<file path="src/rtl/load_store_unit_if.sv">
// Bus bundle between the CPU datapath / Memory and the load/store unit.
// The unit uses the slave modport; the requester and memory side use master.
interface load_store_unit_if;
  logic        req_valid;
  logic        req_ready;
  logic        req_write;
  logic        req_byte;
  logic        req_signed;
  logic [15:0] req_addr;
  logic [15:0] req_wdata;
  logic        resp_valid;
  logic        resp_ready;
  logic [15:0] resp_rdata;
  logic        resp_err;
  logic        memwrite;
  logic        memread;
  logic [15:0] address;
  logic [15:0] writedata;
  logic [15:0] readdata;

  modport slave (
    input  req_valid, req_write, req_byte, req_signed, req_addr, req_wdata,
    input  resp_ready, readdata,
    output req_ready, resp_valid, resp_rdata, resp_err,
    output memwrite, memread, address, writedata
  );

  modport master (
    output req_valid, req_write, req_byte, req_signed, req_addr, req_wdata,
    output resp_ready, readdata,
    input  req_ready, resp_valid, resp_rdata, resp_err,
    input  memwrite, memread, address, writedata
  );
endinterface

</file>
<file path="src/rtl/load_store_unit.sv">
// Load/store front end for the 16-bit word-addressed Memory: one request at a
// time, byte stores done as read-modify-write, byte loads zero/sign-extended.
module load_store_unit #(
  parameter int READ_LATENCY = 1
) (
  input logic             clk,
  input logic             rst,
  load_store_unit_if.slave bus
);

  typedef enum logic [2:0] {IDLE, READ, WRITE, RESP, ERR} state_t;

  localparam logic [3:0] LAST_CNT = 4'(READ_LATENCY - 1);

  state_t      state_r;
  logic [15:0] addr_q;
  logic [7:0]  wdata_q;
  logic        write_q;
  logic        byte_q;
  logic        signed_q;
  logic [3:0]  cnt_r;

  logic        memread_r;
  logic        memwrite_r;
  logic [15:0] writedata_r;
  logic        resp_valid_r;
  logic        resp_err_r;
  logic [15:0] resp_rdata_r;

  function automatic logic [15:0] merge_byte(input logic [15:0] word,
                                             input logic [7:0]  b,
                                             input logic        hi);
    logic [15:0] m;
    m = word;
    if (hi) begin
      m[15:8] = b;
    end else begin
      m[7:0] = b;
    end
    return m;
  endfunction

  function automatic logic [15:0] load_result(input logic [15:0] word,
                                              input logic        by,
                                              input logic        sg,
                                              input logic        hi);
    logic [7:0]  b;
    logic [15:0] r;
    b = hi ? word[15:8] : word[7:0];
    if (!by) begin
      r = word;
    end else if (sg) begin
      r = {{8{b[7]}}, b};
    end else begin
      r = {8'h00, b};
    end
    return r;
  endfunction

  // Output mapping; the word address is a rewire of the latched byte address.
  assign bus.req_ready  = (state_r == IDLE) && !rst;
  assign bus.memread    = memread_r;
  assign bus.memwrite   = memwrite_r;
  assign bus.address    = {1'b0, addr_q[15:1]};
  assign bus.writedata  = writedata_r;
  assign bus.resp_valid = resp_valid_r;
  assign bus.resp_err   = resp_err_r;
  assign bus.resp_rdata = resp_rdata_r;

  // Request FSM with registered memory-side and response outputs.
  always_ff @(posedge clk) begin
    if (rst) begin
      state_r      <= IDLE;
      addr_q       <= 16'h0000;
      wdata_q      <= 8'h00;
      write_q      <= 1'b0;
      byte_q       <= 1'b0;
      signed_q     <= 1'b0;
      cnt_r        <= 4'd0;
      memread_r    <= 1'b0;
      memwrite_r   <= 1'b0;
      writedata_r  <= 16'h0000;
      resp_valid_r <= 1'b0;
      resp_err_r   <= 1'b0;
      resp_rdata_r <= 16'h0000;
    end else begin
      case (state_r)
        IDLE: begin
          if (bus.req_valid) begin
            addr_q   <= bus.req_addr;
            wdata_q  <= bus.req_wdata[7:0];
            write_q  <= bus.req_write;
            byte_q   <= bus.req_byte;
            signed_q <= bus.req_signed;
            cnt_r    <= 4'd0;
            if (!bus.req_byte && bus.req_addr[0]) begin
              state_r      <= ERR;
              resp_valid_r <= 1'b1;
              resp_err_r   <= 1'b1;
              resp_rdata_r <= 16'h0000;
            end else if (bus.req_write && !bus.req_byte) begin
              state_r     <= WRITE;
              memwrite_r  <= 1'b1;
              writedata_r <= bus.req_wdata;
            end else begin
              state_r   <= READ;
              memread_r <= 1'b1;
            end
          end
        end
        READ: begin
          if (cnt_r == LAST_CNT) begin
            memread_r <= 1'b0;
            // Byte stores reuse the read word to build the merged write.
            if (write_q) begin
              state_r     <= WRITE;
              memwrite_r  <= 1'b1;
              writedata_r <= merge_byte(bus.readdata, wdata_q, addr_q[0]);
            end else begin
              state_r      <= RESP;
              resp_valid_r <= 1'b1;
              resp_rdata_r <= load_result(bus.readdata, byte_q, signed_q, addr_q[0]);
            end
          end else begin
            cnt_r <= cnt_r + 4'd1;
          end
        end
        WRITE: begin
          memwrite_r   <= 1'b0;
          state_r      <= RESP;
          resp_valid_r <= 1'b1;
          resp_rdata_r <= 16'h0000;
        end
        RESP, ERR: begin
          if (bus.resp_ready) begin
            state_r      <= IDLE;
            resp_valid_r <= 1'b0;
            resp_err_r   <= 1'b0;
            resp_rdata_r <= 16'h0000;
          end
        end
        default: begin
          state_r      <= IDLE;
          memread_r    <= 1'b0;
          memwrite_r   <= 1'b0;
          resp_valid_r <= 1'b0;
          resp_err_r   <= 1'b0;
        end
      endcase
    end
  end

endmodule

</file>
<file path="src/flat_wrapper.sv">
// flat-port wrapper written by rule: the top's interface ports become plain ports
module load_store_unit_flat 
#(
  parameter int READ_LATENCY = 1
)
  (clk, rst, bus_req_valid, bus_req_write, bus_req_byte, bus_req_signed, bus_req_addr, bus_req_wdata, bus_resp_ready, bus_readdata, bus_req_ready, bus_resp_valid, bus_resp_rdata, bus_resp_err, bus_memwrite, bus_memread, bus_address, bus_writedata);
  load_store_unit_if bus_i ();
  input logic clk;
  input logic rst;
  input wire logic [$bits(bus_i.req_valid)-1:0] bus_req_valid;
  input wire logic [$bits(bus_i.req_write)-1:0] bus_req_write;
  input wire logic [$bits(bus_i.req_byte)-1:0] bus_req_byte;
  input wire logic [$bits(bus_i.req_signed)-1:0] bus_req_signed;
  input wire logic [$bits(bus_i.req_addr)-1:0] bus_req_addr;
  input wire logic [$bits(bus_i.req_wdata)-1:0] bus_req_wdata;
  input wire logic [$bits(bus_i.resp_ready)-1:0] bus_resp_ready;
  input wire logic [$bits(bus_i.readdata)-1:0] bus_readdata;
  output wire logic [$bits(bus_i.req_ready)-1:0] bus_req_ready;
  output wire logic [$bits(bus_i.resp_valid)-1:0] bus_resp_valid;
  output wire logic [$bits(bus_i.resp_rdata)-1:0] bus_resp_rdata;
  output wire logic [$bits(bus_i.resp_err)-1:0] bus_resp_err;
  output wire logic [$bits(bus_i.memwrite)-1:0] bus_memwrite;
  output wire logic [$bits(bus_i.memread)-1:0] bus_memread;
  output wire logic [$bits(bus_i.address)-1:0] bus_address;
  output wire logic [$bits(bus_i.writedata)-1:0] bus_writedata;
  assign bus_i.req_valid = bus_req_valid;
  assign bus_i.req_write = bus_req_write;
  assign bus_i.req_byte = bus_req_byte;
  assign bus_i.req_signed = bus_req_signed;
  assign bus_i.req_addr = bus_req_addr;
  assign bus_i.req_wdata = bus_req_wdata;
  assign bus_i.resp_ready = bus_resp_ready;
  assign bus_i.readdata = bus_readdata;
  assign bus_req_ready = bus_i.req_ready;
  assign bus_resp_valid = bus_i.resp_valid;
  assign bus_resp_rdata = bus_i.resp_rdata;
  assign bus_resp_err = bus_i.resp_err;
  assign bus_memwrite = bus_i.memwrite;
  assign bus_memread = bus_i.memread;
  assign bus_address = bus_i.address;
  assign bus_writedata = bus_i.writedata;
  load_store_unit #(.READ_LATENCY(READ_LATENCY)) u_core (.clk(clk), .rst(rst), .bus(bus_i));
endmodule
</file>
<file path="config.mk">
export PLATFORM = sky130hd
export DESIGN_NAME = load_store_unit_flat
export DESIGN_NICKNAME = d
export VERILOG_FILES = /design/src/rtl/load_store_unit_if.sv /design/src/rtl/load_store_unit.sv /design/src/flat_wrapper.sv
export SDC_FILE = /design/constraint.sdc
export NUM_CORES = 1
export LEC_CHECK = 0
export ABC_AREA = 1
export CAP_MARGIN = 20
export CORE_MARGIN = 8
export CORE_UTILIZATION = 52
export DETAILED_ROUTE_END_ITERATION = 16
export PLACE_DENSITY = 0.86
export SYNTH_ARGS = -nofsm -noshare
export SYNTH_HDL_FRONTEND = slang
export SYNTH_SLANG_ARGS = --single-unit
export TNS_END_PERCENT = 10
</file>
<file path="constraint.sdc">
create_clock -name clk -period 3.55 [get_ports clk]
set_input_delay 0.8875 -clock clk [delete_from_list [all_inputs] [get_ports clk]]
set_output_delay 0.8875 -clock clk [all_outputs]
set_load 0.02 [all_outputs]
</file>
# After elaboration in Yosys (flattened, before gate mapping)
# Cells that the tools add are included.
classes:
  add_sub_neg: 1
  eq_ne: 14
  n_mux: 45
  n_bitwise: 3
  n_reduce_logical: 21
op_table:
  columns: ["op", "n"]
  rows:
  - ["16-bit 2-to-1 mux", 12]
  - ["16-bit one-hot mux with 4 select lines", 1]
  - ["16-bit one-hot mux with 2 select lines", 1]
  - ["8-bit 2-to-1 mux", 3]
  - ["6-bit AND reduction", 3]
  - ["2-bit != test (second input constant)", 8]
  - ["1-bit 2-to-1 mux", 15]
  - ["3-bit 2-to-1 mux", 4]
  - ["3-bit one-hot mux with 4 select lines", 1]
  - ["5-bit AND reduction", 2]
  - ["1-bit one-hot mux with 3 select lines", 3]
  - ["4-bit 2-to-1 mux", 2]
  - ["4-bit one-hot mux with 2 select lines", 1]
  - ["3-bit by 2-bit == test with 1-bit output (second input constant)", 2]
  - ["3-bit AND reduction", 2]
  - ["4-bit by 1-bit adder with 4-bit output (second input constant)", 1]
  - ["4-bit logical NOT", 1]
  - ["2-bit by 1-bit != test with 1-bit output (second input constant)", 2]
  - ["1-bit one-hot mux with 4 select lines", 1]
  - ["4-bit AND reduction", 1]
  - ["4-bit nonzero test", 1]
  - ["2-bit OR reduction", 2]
  - ["3-bit by 1-bit == test with 1-bit output (second input constant)", 1]
  - ["3-bit == test (second input constant)", 1]
  - ["other kinds (8)", 13]
word_totals:
  reg_bits: 70
  elab_cells: 97

# Depth between registers and ports, before layout
depth:
  ltp_word: 6
  depth_mapped: 10
  ltp_nobuf: 9

# Worst setup path before layout
# OpenSTA, ideal clock, no wires.
synth_path:
  path_kind: "input to output"
  start: "input rst"
  end: "output bus_req_ready"
  arrival_ns: 1.180
  t_required_ns: 2.663
  path_slack_ns: 1.482
  path_stages: 1
  n_path_buf: 0
  path_cell_list: "nor2_1"
synth_between:
  elab_chain_len: 2
synth_lines:
  columns: ["item", "line", "text"]
  rows:
  - ["from (decl)", "flat_wrapper.sv:9", "input logic rst;"]
  - ["1-bit logical NOT", "load_store_unit.sv:61", "assign bus.req_ready = (state_r == IDLE) && !rst;"]
  - ["1-bit logical AND", "load_store_unit.sv:61", null]
  - ["to (decl)", "flat_wrapper.sv:18", "output wire logic [$bits(bus_i.req_ready)-1:0] bus_req_ready;"]
# No other way between the ends.

# Final worst setup path
# Ends and elaborated chain as after synthesis.

==> results.ini <==
[worst_setup_path]
critical-path-max-stage-delay_ps=610
critPathSlowestCell=clkdlybuf4s50_1
cp-start-kind=primary input
crit_arrival_ps=2100
crit_type=in -> out
path_buf_inv=2
critPathMostFrequentCell=clkdlybuf4s50_1
reg2reg_depth=9
path_cells=clkdlybuf4s50_1, nor2_1, clkdlybuf4s50_1
r2r_slack_ps=1300
worst_setup_path_end_kind=output pin
rr_startpoint=u_core.state_r[0]
critPathMaxFanout=5
cp_top_family=buffers and inverters
reg2reg_to=u_core.cnt_r[2]
worstPathRequired_ps=2660

[synthesis]
synthFlopType=dfxtp_1
syn_avg_cell_area_um2=6.48
synth_compound_area_share_pct=12.9
ys_seq_elements=70
synthAdderAreaFrac_pct=0.667
synthesis.nets=636
yosys-mux-area-fraction_pct=0
ys_seq_area_share_pct=37.3
yosys.area_share.simple_pct=35.4
async_reset_ff_share_pct=0
yosysWarnings=0
synth_xor_area_share_pct=0
synth_cells=579
synth_top_family_by_area=simple AND/OR/NAND/NOR gates
synth-edff-count=0
netlist_area_um2=3750
synth_cell_types=23

[global_route]
grt_max_degree=37
grt_pass1_wl_um=16900
grt_pass1_vias=3676
grt_overflow=0
track_usage_pct=20.3
grt_antenna_before_repair=0

[min_path]
holdPathEnd=u_core.bus.resp_err
hold_depth=2
hold_start=u_core.bus.resp_err
worstHoldPathType=reg -> reg

[floorplanning]
dieArea_um2=10200
core-area_um2=7140
row_count=31
io_pins=108
dieHeight_um=101
dieWidth_um=101
start_util_pct=52.6

[cts]
postCtsSetupBuffers=0
cts.hold.buffers_added=0
cts_buffers=9
post_cts_resized=0
clock-sinks=70
cts_tree=yes
clock_tree.root_cell=clkbuf_8
clk_latency_ps=340
clk_pin_slew_worst_paths_ps=80
clockBufferDepth=2
htreeDepth=3

[sta]
period_needed_ps=2990
skew_ps=11.6
maxSlewViolCount=0
hold_viol_final=0
tightest_slew_ps=807
final.period_utilization_pct=84.2
rsz0062_at_grt=false
tns_ps=0
clock.fmax_ghz=0.334
finalSetupViolCount=0
max_slew_margin_pct=46.2

[layout]
layout_commonest_cell=nand2_1
final_util_pct=67.9
layout-drive-gt1-share_pct=7.27
insertedDiodeCount=0
syn_to_final_growth_pct=29.2
fin_nets=712
nFillCells=658
final_cell_mix=nand2_1 (142), clkdlybuf4s50_1 (106), nor2_1 (83)
multiInputGateArea_um2=1840
fin_area_um2=4850
register_area_um2=1400

[power_and_ir_drop]
irDropWorstVdd_mv=0.386
power_density_nw_per_um2=787
leakage_nw=2.17
power_w=0.00382

[drt]
vias_per_cell=5.08
drtAntennaViolNets=0
dr.pass1.iters=5
dr.first_iter.drc_count=234
routed_wl_um=10000
drc_errors=0
vias=3852
wl_per_cell_um=13.2

[place]
gp_congestion=0.934
hpwlAfterDp_um=7400
dpl_cell_area_um2=4690
port_buffers=106

[job]
cap_violations=0

[run_status]
outcome=complete, no violations

power breakdown:
part           switching, W  internal (W)  total (W)  leakage (nW)
Clock              0.000302      0.000252   0.000554        0.0841
Combinational       0.00130      0.000801    0.00210          1.51
Sequential         0.000136       0.00103    0.00116         0.577
Total               0.00174       0.00208    0.00382          2.17
cell usage after synthesis (2+ instances only):
| library cell | count | area, um2 |
|---|---|---|
| o21ai_0 | 50 | 250 |
| clkbuf_1 | 9 | 33.8 |
| nor2_2 | 16 | 100 |
| nand2_2 | 5 | 31.3 |
| a21oi_1 | 36 | 180 |
| buf_4 | 18 | 135 |
| nand4_1 | 3 | 18.8 |
| buf_2 | 15 | 75.1 |
| nor2_4 | 2 | 22.5 |
| nor2_1 | 83 | 312 |
| o211ai_1 | 7 | 52.6 |
| buf_6 | 4 | 45.0 |
| ha_1 | 2 | 25.0 |
| nand3_2 | 3 | 30.0 |
| inv_1 | 56 | 210 |
| dfxtp_1 | 70 | 1400 |
| inv_2 | 2 | 7.51 |
| nand3_1 | 52 | 260 |
| nand2_1 | 142 | 533 |
logic make-up (layout without fill, tap and decap cells):
kind of cell / after synthesis / after routing
other cells: 1 / 1
simple gates: 308 / 308
buf+inv: 105 / 186
compound gates: 93 / 93
flops: 70 / 70
fa+ha+maj: 2 / 2
metal layers:
layer  up-vias  GRT usage [%]  wire length, um
met5         -              0                0
met4         0           7.79              218
met3        23           7.18             1000
met2       158           32.5             4410
met1      1711           24.3             4400
li1       1960              -                -
how the worst max path moves through the flow:
stage / cells past startpoint / from / slack [ps] / endpoint
2_1_floorplan: 1 / rst / 1480 / bus_req_ready
3_3_place_gp: 3 / rst / 560 / bus_req_ready
3_5_place_dp: 3 / rst / 550 / bus_req_ready
4_1_cts: 3 / rst / 550 / bus_req_ready
5_1_grt: 4 / u_core.state_r[1] / 480 / bus_req_ready
6_report: 3 / rst / 560 / bus_req_ready
area by class of cell:
type / instances / share of cell area (%)
clock buffers: 12 / 2.79
clock inverters: 4 / 0.490
inverters: 58 / 4.49
multi-input cells: 404 / 38.0
flip-flops and latches: 70 / 28.9
well taps: 99 / 2.55
repair buffers: 112 / 22.8
worst min-delay path, stage by stage, from the launching register on:
cell	delay, ps
dfxtp_1	310
inv_1	50
a21oi_1	50
registers in the layout (all words and copies together) (netlist names):
signal                 flops
u_core.addr_q             16
u_core.bus.resp_valid      1
u_core.wdata_q             8
u_core.byte_q              1
u_core.write_q             1
u_core.state_r             3
u_core.bus.memwrite        1
u_core.bus.resp_err        1
u_core.bus.resp_rdata     16
u_core.signed_q            1
u_core.cnt_r               4
u_core.bus.memread         1
u_core.bus.writedata      16
per-stage QoR:
step	hold WS (ps)	setup WS (ps)	cells
global placement	436	558	743
floorplan	439	1480	579
global route	481	482	759
detailed placement	437	547	743
finish	454	560	759
CTS	454	547	759
Note: power is estimated with default switching activity, not from simulation.
